<file path="src/rtl/jtag_dtm_pkg.sv">
// Shared types and constants for the JTAG debug transport module.
package jtag_dtm_pkg;

   // IEEE 1149.1 TAP controller states
   typedef enum logic [3:0] {
      TAP_RESET,
      TAP_IDLE,
      TAP_SEL_DR,
      TAP_CAP_DR,
      TAP_SHIFT_DR,
      TAP_EXIT1_DR,
      TAP_PAUSE_DR,
      TAP_EXIT2_DR,
      TAP_UPD_DR,
      TAP_SEL_IR,
      TAP_CAP_IR,
      TAP_SHIFT_IR,
      TAP_EXIT1_IR,
      TAP_PAUSE_IR,
      TAP_EXIT2_IR,
      TAP_UPD_IR
   } tap_state_t;

   // Data register selected by the current instruction
   typedef enum logic [1:0] {
      DR_BYPASS,
      DR_IDCODE,
      DR_DTMCS,
      DR_DMI
   } dr_sel_t;

   // Instruction codes
   localparam logic [4:0] IR_IDCODE  = 5'h01;
   localparam logic [4:0] IR_DTMCS   = 5'h10;
   localparam logic [4:0] IR_DMI     = 5'h11;
   localparam logic [4:0] IR_BYPASS  = 5'h1f;
   localparam logic [4:0] IR_CAPTURE = 5'b00001;

   // DMI request ops
   localparam logic [1:0] DMI_OP_NOP   = 2'd0;
   localparam logic [1:0] DMI_OP_READ  = 2'd1;
   localparam logic [1:0] DMI_OP_WRITE = 2'd2;

   // DMI sticky status / captured op values
   localparam logic [1:0] DMI_STAT_OK     = 2'd0;
   localparam logic [1:0] DMI_STAT_FAILED = 2'd2;
   localparam logic [1:0] DMI_STAT_BUSY   = 2'd3;

   // DTMCS field offsets and fixed field values
   localparam int DTMCS_VERSION_LSB   = 0;
   localparam int DTMCS_ABITS_LSB     = 4;
   localparam int DTMCS_DMISTAT_LSB   = 10;
   localparam int DTMCS_IDLE_LSB      = 12;
   localparam int DTMCS_DMIRESET_BIT  = 16;
   localparam int DTMCS_HARDRESET_BIT = 17;
   localparam logic [3:0] DTMCS_VERSION = 4'd1;
   localparam logic [2:0] DTMCS_IDLE    = 3'd1;

   // Read value of DTMCS for a given address width and sticky status
   function automatic logic [31:0] dtmcs_value(input logic [5:0] abits,
                                               input logic [1:0] dmistat);
      logic [31:0] v;
      v = '0;
      v[DTMCS_VERSION_LSB +: 4] = DTMCS_VERSION;
      v[DTMCS_ABITS_LSB +: 6]   = abits;
      v[DTMCS_DMISTAT_LSB +: 2] = dmistat;
      v[DTMCS_IDLE_LSB +: 3]    = DTMCS_IDLE;
      return v;
   endfunction

endpackage

</file>
<file path="src/rtl/jtag_pin_sync.sv">
// Brings the asynchronous JTAG pins into the clk domain and derives
// single-cycle TCK rise/fall events.
module jtag_pin_sync #(
   parameter int SYNC_STAGES = 2
) (
   input  logic clk,
   input  logic reset_n,
   input  logic tck_i,
   input  logic tms_i,
   input  logic tdi_i,
   output logic tms,
   output logic tdi,
   output logic tck_rise,
   output logic tck_fall
);

   // {tck, tms, tdi} per stage; all three pins see identical latency
   logic [2:0] sync_q [SYNC_STAGES];
   logic       tck_hist;
   logic       tck_s;

   // synchronizer chain
   always_ff @(posedge clk or negedge reset_n) begin
      if (!reset_n) begin
         for (int i = 0; i < SYNC_STAGES; i++) sync_q[i] <= '0;
      end else begin
         sync_q[0] <= {tck_i, tms_i, tdi_i};
         for (int i = 1; i < SYNC_STAGES; i++) sync_q[i] <= sync_q[i-1];
      end
   end

   // history flop on the synchronized tck for edge detection
   always_ff @(posedge clk or negedge reset_n) begin
      if (!reset_n) tck_hist <= 1'b0;
      else          tck_hist <= tck_s;
   end

   assign tck_s    = sync_q[SYNC_STAGES-1][2];
   assign tms      = sync_q[SYNC_STAGES-1][1];
   assign tdi      = sync_q[SYNC_STAGES-1][0];
   assign tck_rise = tck_s & ~tck_hist;
   assign tck_fall = ~tck_s & tck_hist;

endmodule

</file>
<file path="src/rtl/jtag_dtm_tap.sv">
// RISC-V debug transport module: JTAG TAP with IDCODE/DTMCS/DMI/BYPASS
// registers, turning DMI scans into request/response transactions.
module jtag_dtm_tap
   import jtag_dtm_pkg::*;
#(
   parameter logic [31:0] IDCODE      = 32'h1000_0001,
   parameter int          ABITS       = 7,
   parameter int          SYNC_STAGES = 2
) (
   input  logic             clk,
   input  logic             reset_n,
   input  logic             tck_i,
   input  logic             tms_i,
   input  logic             tdi_i,
   output logic             tdo_o,
   output logic             dmi_req_valid,
   input  logic             dmi_req_ready,
   output logic [ABITS-1:0] dmi_req_addr,
   output logic [31:0]      dmi_req_data,
   output logic [1:0]       dmi_req_op,
   input  logic             dmi_resp_valid,
   input  logic [31:0]      dmi_resp_data,
   input  logic [1:0]       dmi_resp_op
);

   localparam int DW = ABITS + 34;

   logic          tms, tdi, tck_rise, tck_fall;
   tap_state_t    state, state_next;
   logic          capture_dr, shift_dr, update_dr;
   logic          capture_ir, shift_ir, update_ir;
   logic [4:0]    ir, ir_shift;
   logic [DW-1:0] dr_shift;
   dr_sel_t       dr_sel;
   logic [1:0]    dmi_stat, stat_eff, cap_op;
   logic          busy, busy_eff;
   logic [31:0]   resp_data;
   logic [1:0]    upd_op;

   jtag_pin_sync #(.SYNC_STAGES(SYNC_STAGES)) u_pin_sync (
      .clk      (clk),
      .reset_n  (reset_n),
      .tck_i    (tck_i),
      .tms_i    (tms_i),
      .tdi_i    (tdi_i),
      .tms      (tms),
      .tdi      (tdi),
      .tck_rise (tck_rise),
      .tck_fall (tck_fall)
   );

   // TAP state register
   always_ff @(posedge clk or negedge reset_n) begin
      if (!reset_n) state <= TAP_RESET;
      else          state <= state_next;
   end

   // TAP next state, plus one-cycle action strobes for the state being left
   always_comb begin
      state_next = state;
      capture_dr = 1'b0;
      shift_dr   = 1'b0;
      update_dr  = 1'b0;
      capture_ir = 1'b0;
      shift_ir   = 1'b0;
      update_ir  = 1'b0;
      if (tck_rise) begin
         case (state)
            TAP_RESET:    state_next = tms ? TAP_RESET    : TAP_IDLE;
            TAP_IDLE:     state_next = tms ? TAP_SEL_DR   : TAP_IDLE;
            TAP_SEL_DR:   state_next = tms ? TAP_SEL_IR   : TAP_CAP_DR;
            TAP_CAP_DR:   state_next = tms ? TAP_EXIT1_DR : TAP_SHIFT_DR;
            TAP_SHIFT_DR: state_next = tms ? TAP_EXIT1_DR : TAP_SHIFT_DR;
            TAP_EXIT1_DR: state_next = tms ? TAP_UPD_DR   : TAP_PAUSE_DR;
            TAP_PAUSE_DR: state_next = tms ? TAP_EXIT2_DR : TAP_PAUSE_DR;
            TAP_EXIT2_DR: state_next = tms ? TAP_UPD_DR   : TAP_SHIFT_DR;
            TAP_UPD_DR:   state_next = tms ? TAP_SEL_DR   : TAP_IDLE;
            TAP_SEL_IR:   state_next = tms ? TAP_RESET    : TAP_CAP_IR;
            TAP_CAP_IR:   state_next = tms ? TAP_EXIT1_IR : TAP_SHIFT_IR;
            TAP_SHIFT_IR: state_next = tms ? TAP_EXIT1_IR : TAP_SHIFT_IR;
            TAP_EXIT1_IR: state_next = tms ? TAP_UPD_IR   : TAP_PAUSE_IR;
            TAP_PAUSE_IR: state_next = tms ? TAP_EXIT2_IR : TAP_PAUSE_IR;
            TAP_EXIT2_IR: state_next = tms ? TAP_UPD_IR   : TAP_SHIFT_IR;
            TAP_UPD_IR:   state_next = tms ? TAP_SEL_DR   : TAP_IDLE;
            default:      state_next = TAP_RESET;
         endcase
         capture_dr = (state == TAP_CAP_DR);
         shift_dr   = (state == TAP_SHIFT_DR);
         update_dr  = (state == TAP_UPD_DR);
         capture_ir = (state == TAP_CAP_IR);
         shift_ir   = (state == TAP_SHIFT_IR);
         update_ir  = (state == TAP_UPD_IR);
      end
   end

   // instruction decode; unknown codes fall back to BYPASS
   always_comb begin
      dr_sel = DR_BYPASS;
      case (ir)
         IR_IDCODE: dr_sel = DR_IDCODE;
         IR_DTMCS:  dr_sel = DR_DTMCS;
         IR_DMI:    dr_sel = DR_DMI;
         IR_BYPASS: dr_sel = DR_BYPASS;
         default:   dr_sel = DR_BYPASS;
      endcase
   end

   // IR shift chain and instruction register
   always_ff @(posedge clk or negedge reset_n) begin
      if (!reset_n) begin
         ir       <= IR_IDCODE;
         ir_shift <= '0;
      end else begin
         if (capture_ir)    ir_shift <= IR_CAPTURE;
         else if (shift_ir) ir_shift <= {tdi, ir_shift[4:1]};
         if (state == TAP_RESET) ir <= IR_IDCODE;
         else if (update_ir)     ir <= ir_shift;
      end
   end

   // DR shift chain; TDI enters at the MSB of the selected register's length
   always_ff @(posedge clk or negedge reset_n) begin
      if (!reset_n) begin
         dr_shift <= '0;
      end else if (capture_dr) begin
         case (dr_sel)
            DR_IDCODE: dr_shift <= {{(DW-32){1'b0}}, IDCODE};
            DR_DTMCS:  dr_shift <= {{(DW-32){1'b0}}, dtmcs_value(6'(ABITS), dmi_stat)};
            DR_DMI:    dr_shift <= {dmi_req_addr, resp_data, cap_op};
            default:   dr_shift <= '0;
         endcase
      end else if (shift_dr) begin
         case (dr_sel)
            DR_IDCODE, DR_DTMCS: dr_shift <= {{(DW-32){1'b0}}, tdi, dr_shift[31:1]};
            DR_DMI:              dr_shift <= {tdi, dr_shift[DW-1:1]};
            default:             dr_shift <= {{(DW-1){1'b0}}, tdi};
         endcase
      end
   end

   // TDO updates on falling TCK and is quiet outside the shift states
   always_ff @(posedge clk or negedge reset_n) begin
      if (!reset_n) begin
         tdo_o <= 1'b0;
      end else if (tck_fall) begin
         if (state == TAP_SHIFT_IR)      tdo_o <= ir_shift[0];
         else if (state == TAP_SHIFT_DR) tdo_o <= dr_shift[0];
         else                            tdo_o <= 1'b0;
      end
   end

   // a response arriving with an Update-DR is applied before the update
   always_comb begin
      busy_eff = busy & ~dmi_resp_valid;
      stat_eff = (dmi_resp_valid && dmi_resp_op == DMI_STAT_FAILED) ? DMI_STAT_FAILED : dmi_stat;
      cap_op   = (dmi_stat != DMI_STAT_OK) ? dmi_stat :
                 (busy ? DMI_STAT_BUSY : DMI_STAT_OK);
      upd_op   = dr_shift[1:0];
   end

   // DMI request/response handling and DTMCS side effects
   always_ff @(posedge clk or negedge reset_n) begin
      if (!reset_n) begin
         dmi_req_valid <= 1'b0;
         dmi_req_addr  <= '0;
         dmi_req_data  <= '0;
         dmi_req_op    <= DMI_OP_NOP;
         dmi_stat      <= DMI_STAT_OK;
         busy          <= 1'b0;
         resp_data     <= '0;
      end else begin
         if (dmi_req_valid && dmi_req_ready) dmi_req_valid <= 1'b0;
         if (dmi_resp_valid) resp_data <= dmi_resp_data;
         busy     <= busy_eff;
         dmi_stat <= stat_eff;
         if (update_dr && dr_sel == DR_DTMCS) begin
            if (dr_shift[DTMCS_DMIRESET_BIT] || dr_shift[DTMCS_HARDRESET_BIT])
               dmi_stat <= DMI_STAT_OK;
            if (dr_shift[DTMCS_HARDRESET_BIT]) begin
               busy          <= 1'b0;
               dmi_req_valid <= 1'b0;
            end
         end
         if (update_dr && dr_sel == DR_DMI && stat_eff == DMI_STAT_OK) begin
            if (busy_eff) begin
               dmi_stat <= DMI_STAT_BUSY;
            end else if (upd_op == DMI_OP_READ || upd_op == DMI_OP_WRITE) begin
               dmi_req_valid <= 1'b1;
               dmi_req_addr  <= dr_shift[DW-1:34];
               dmi_req_data  <= dr_shift[33:2];
               dmi_req_op    <= upd_op;
               busy          <= 1'b1;
            end
         end
      end
   end

endmodule

</file>
<file path="config.mk">
export PLATFORM = sky130hd
export DESIGN_NAME = jtag_dtm_tap
export DESIGN_NICKNAME = d
export VERILOG_FILES = /design/src/rtl/jtag_dtm_pkg.sv /design/src/rtl/jtag_pin_sync.sv /design/src/rtl/jtag_dtm_tap.sv
export SDC_FILE = /design/constraint.sdc
export NUM_CORES = 1
export LEC_CHECK = 0
export ABC_AREA = 1
export ABC_CLOCK_PERIOD_IN_PS = 2300
export BUFFER_PORTS_ARGS = -buffer_cell sky130_fd_sc_hd__buf_2
export CAP_MARGIN = 10
export CORE_MARGIN = 2
export CORE_UTILIZATION = 58
export CTS_CLUSTER_DIAMETER = 30
export DETAILED_ROUTE_END_ITERATION = 10
export GPL_ROUTABILITY_DRIVEN = 0
export PLACE_DENSITY = 0.87
export SLEW_MARGIN = 10
export SYNTH_ARGS = -nofsm -noshare
export SYNTH_HDL_FRONTEND = slang
export SYNTH_HIERARCHICAL = 1
export SYNTH_SLANG_ARGS = --single-unit
</file>
<file path="constraint.sdc">
create_clock -name clk -period 2.3 [get_ports clk]
set_input_delay 0.46 -clock clk [delete_from_list [all_inputs] [get_ports clk]]
set_output_delay 0.46 -clock clk [all_outputs]
set_load 0.02 [all_outputs]
</file>
==> flow_summary.toml <==
[setup_path]
r2r_setup_slack_ns = 0.21
timing.critical_path.slowest_stage_cell = "ha_1"
setup.worst_path.end_class = "flop"
r2r_cells = 10
crit_arrival_ns = 2.55
regToRegStartpoint = "ir[3]$_DFFE_PN0P_"
startpoint_type = "flop"
critPathMaxFanout = 13
crit_chain = "inv_1 -> nand2_1 -> nor3_1 -> inv_1 -> ha_1 -> nor2_1 -> nand3_1 -> nand2_1 -> nand2_1 -> nand2_1"
crit_top_cell = "nand2_1"
worst_r2r_endpoint = "dr_shift[4]$_DFFE_PN0P_"
crit_required_ns = 2.77
timing_worst_setup_path_type = "flop to flop"
worstPathBufferInverterCount = 2
critPathTopFamily = "simple AND/OR/NAND/NOR gates"
max_stage_delay_ns = 0.40

[floorplanning]
floorplan.initialDensity_pct = 59.92
floorplan.die.height_um = 110.1
num_rows = 38
die_area_mm2 = 0.01211
design.portCount = 84
floorplan.die.width_um = 110.1
core_area_mm2 = 0.01089

[pwr]
internal-power_w = 0.004893
vdd_drop_max_mv = 0.6050
power.clock.fraction_pct = 42.1
cellPowerDensity_mw_per_mm2 = 892.9
swShare_pct = 28.63
total_switching_power_w = 0.001963
power.share.combinational_pct = 15.4
power.static_leakage_nw = 3.718
p_seq_share_pct = 42.5

[grt]
largest_net_degree_at_the_start_of_global_routing = 85
antenna_violations_before_repair = 0
global_route.usage.total_pct = 27.16
grt_pass1_vias = 5086
grt_remaining_overflow = 0
global_route_wire_length_before_repair_um = 25120

[status]
run_status = "completed"

[placed_design]
placement.setup.worst_slack_ns = 0.3270
post_dp_cell_area_mm2 = 0.007052
dpl.hpwl_um = 9895
io_buffers = 83

[min_path]
hp-start = "tdi_i"
min_delay_worst_endpoint = "u_pin_sync/sync_q[3]$_DFF_PN0_"
worst_hold_path.num_cells = 1
hp-class = "input pin to flop"

[sta]
timing.final.crit_period_ns = 2.086
timing.clock.skew_ns = 0.008761
post_route_fraction_of_the_period_consumed_by_the_critical_path_pct = 90.71
tightestPinTransition_ns = 0.6057
hold_viol_final = 0
timing.fmax_ghz = 0.4793
fin_worst_hold_slack_ns = 0.03214
post-route-worst-setup-slack_ns = 0.2136
final-setup-viol-count = 0
max-slew-margin-rel_pct = 59.62
setup_tns_ns = 0
setup_repair_after_global_routing_missed_its_margin = "false"
total_count_of_max_transition_violations_in_the_final_report = 0

[detailed_routing]
wl_per_cell_um = 15.22
drt_wl_total_um = 15050
first_iter_violations = 479
drt.antenna.violating_nets = 0
drt-pass1-iter-count = 5
routed-via-count = 5451
route.detailed.drc = 0
viasPerCell = 5.512

[synth]
synth_top_cell_area_share_pct = 53.32
ys.flop_type = "dfrtp_1"
ys_ff_latch = 140
post_synth_xor_area_fraction_pct = 0.1343
yosys.cell_types.count = 30
postSynthCellCount = 759
synth.mux.area_fraction_pct = 0.8631
post-synth-top-area-cell = "dfrtp_1"
synth_area_per_inst_um2 = 8.595
synthAdderAreaFrac_pct = 0.3836
top_cells_by_area_synth = "dfrtp_1 (53%), nand2_1 (11%), o21ai_0 (7.3%), inv_1 (6.2%), o21ai_2 (5.5%)"
synth_nets = 802
synthArstFlopShare_pct = 100.0
yosys_warns = 6
number_of_enable_flip_flop_cells_after_synthesis = 0
synth_top_family_by_area = "compound AO/OA/AOI/OAI gates"
synth_area_mm2 = 0.006524
synth_area_in_compound_gates_pct = 18.70
synth_simple_gate_area_share_pct = 16.28
ys_seq_area_share_pct = 53.72

[clock_network]
cts_htree_levels = 4
cts_sinks = 140
clock_insertion_delay_worst_skew_ns = 0.53
max-clock-path-buffers = 2
clk_root_buffer_cell = "clkbuf_8"
cts_buffers = 17
post_cts_resized = 0
clock_tree_from_tritoncts = "done"
clk_pin_slew_worst_paths_ns = 0.06

[job]
maxCapViolCount = 0

[layout]
nets = 880
synthToLayoutAreaGrowth_pct = 17.70
footprint_of_the_multi_input_gates_mm2 = 0.002387
filler_cell_count = 788
sequential_cell_area_mm2 = 0.003505
final_cell_area_mm2 = 0.007679
antennaDiodeCount = 0
layout-drive-gt1-share_pct = 22.26
## cells in the mapped netlist, types with 2 or more instances
cell and n:
nand3_2 2, inv_2 3, dfrtp_1 139, o21ai_0 95
nand2_2 3, o21ai_1 19, mux2_2 5, o22ai_1 12
nor2_1 23, buf_6 9, ha_1 2, nand2_1 188
clkbuf_1 18, buf_2 13, o21ai_2 41, nand3b_1 2
nor2_4 2, nand3_1 26, nor3_1 4, o211ai_1 4
inv_1 107, a21oi_1 34
## cell usage in the layout (no fill, tap or decap), types with 16 or more instances in the layout
| cell type | count |
|---|---|
| nand2_1 | 188 |
| o21ai_2 | 41 |
| nand3_1 | 26 |
| o21ai_1 | 19 |
| inv_1 | 107 |
| a21oi_1 | 34 |
| o21ai_0 | 95 |
| clkbuf_16 | 16 |
| nor2_1 | 22 |
| buf_2 | 82 |
| dfrtp_1 | 139 |
## final cells by class
class	instances	share of cell area [%]
clock buffers	18	5.442
clock inverters	13	2.591
inverters	110	5.377
multi-input cells	469	31.09
flip-flops and latches	140	45.64
well taps	140	2.281
repair buffers	99	7.577
## kinds of logic after synthesis
family | after synthesis
simple gates | 254
compound gates | 207
buf+inv | 150
flops | 140
mux | 5
fa+ha+maj | 2
xor+xnor | 1
## how the worst max path moves through the flow
stage | from | endpoint | cells past startpoint
after global routing | ir[0]$_DFFE_PN1P_ | dr_shift[4]$_DFFE_PN0P_ | 9
final | ir[3]$_DFFE_PN0P_ | dr_shift[4]$_DFFE_PN0P_ | 10
after floorplan | ir[2]$_DFFE_PN0P_ | dr_shift[15]$_DFFE_PN0P_ | 10
after detailed placement | ir[0]$_DFFE_PN1P_ | dr_shift[28]$_DFFE_PN0P_ | 7
after global placement | ir[0]$_DFFE_PN1P_ | dr_shift[2]$_DFFE_PN0P_ | 7
after CTS | ir[3]$_DFFE_PN0P_ | dr_shift[6]$_DFFE_PN0P_ | 10
## power groups by stage
stage / Clock [W] / Combinational, W / Sequential [W]
finish: 0.00288 / 0.00106 / 0.00292
global route: 0.00303 / 0.00119 / 0.00294
CTS: 0.00290 / 0.00105 / 0.00291
detailed placement: 0 / 0.00102 / 0.00294
global placement: 0 / 0.000975 / 0.00294
floorplan: 0 / 0.000789 / 0.00286
## state kept, by name (all words and copies together), names as in the netlist
name and flops:
dr_shift 41, dmi_req_data 32, resp_data 32, dmi_req_addr 7, ir 5, ir_shift 5
state 4, u_pin_sync/sync_q 4, dmi_req_op 2, dmi_stat 2, busy 1, dmi_req_valid 1
tdo_o 1, u_pin_sync/tck_hist 1, u_pin_sync/tdi 1, u_pin_sync/tms 1
## routing by layer
metal / track usage [%] / share of wire (%) / vias up
met2: 40.40 / 46 / 256
met3: 5.996 / 7.8 / 21
met5: 0 / 0 / -
met1: 39.65 / 44 / 2582
li1: - / - / 2592
met4: 9.494 / 1.5 / 0
## worst register-to-register path: stages (launching register included)
cell,delay [ns]
dfrtp_1,0.38
inv_1,0.08
nand2_1,0.07
nor3_1,0.26
inv_1,0.08
ha_1,0.40
nor2_1,0.38
nand3_1,0.15
nand2_1,0.11
nand2_1,0.07
nand2_1,0.06
## timing repair
action	4_1_cts	5_1_grt
setup buffers	0	0
hold buffers	1	0
hold endpoints to repair	61	0
setup endpoints to repair	0	0
## metrics by stage
step / utilization (%) / cells / power (W)
6_report: 70.52 / 989 / 0.006856
5_1_grt: 70.52 / 989 / 0.007162
4_1_cts: 70.52 / 989 / 0.006866
3_5_place_dp: 64.77 / 957 / 0.003961
3_3_place_gp: 64.77 / 957 / 0.003913
2_1_floorplan: - / 759 / 0.003644
No activity file was read; power rests on OpenSTA's default activity.
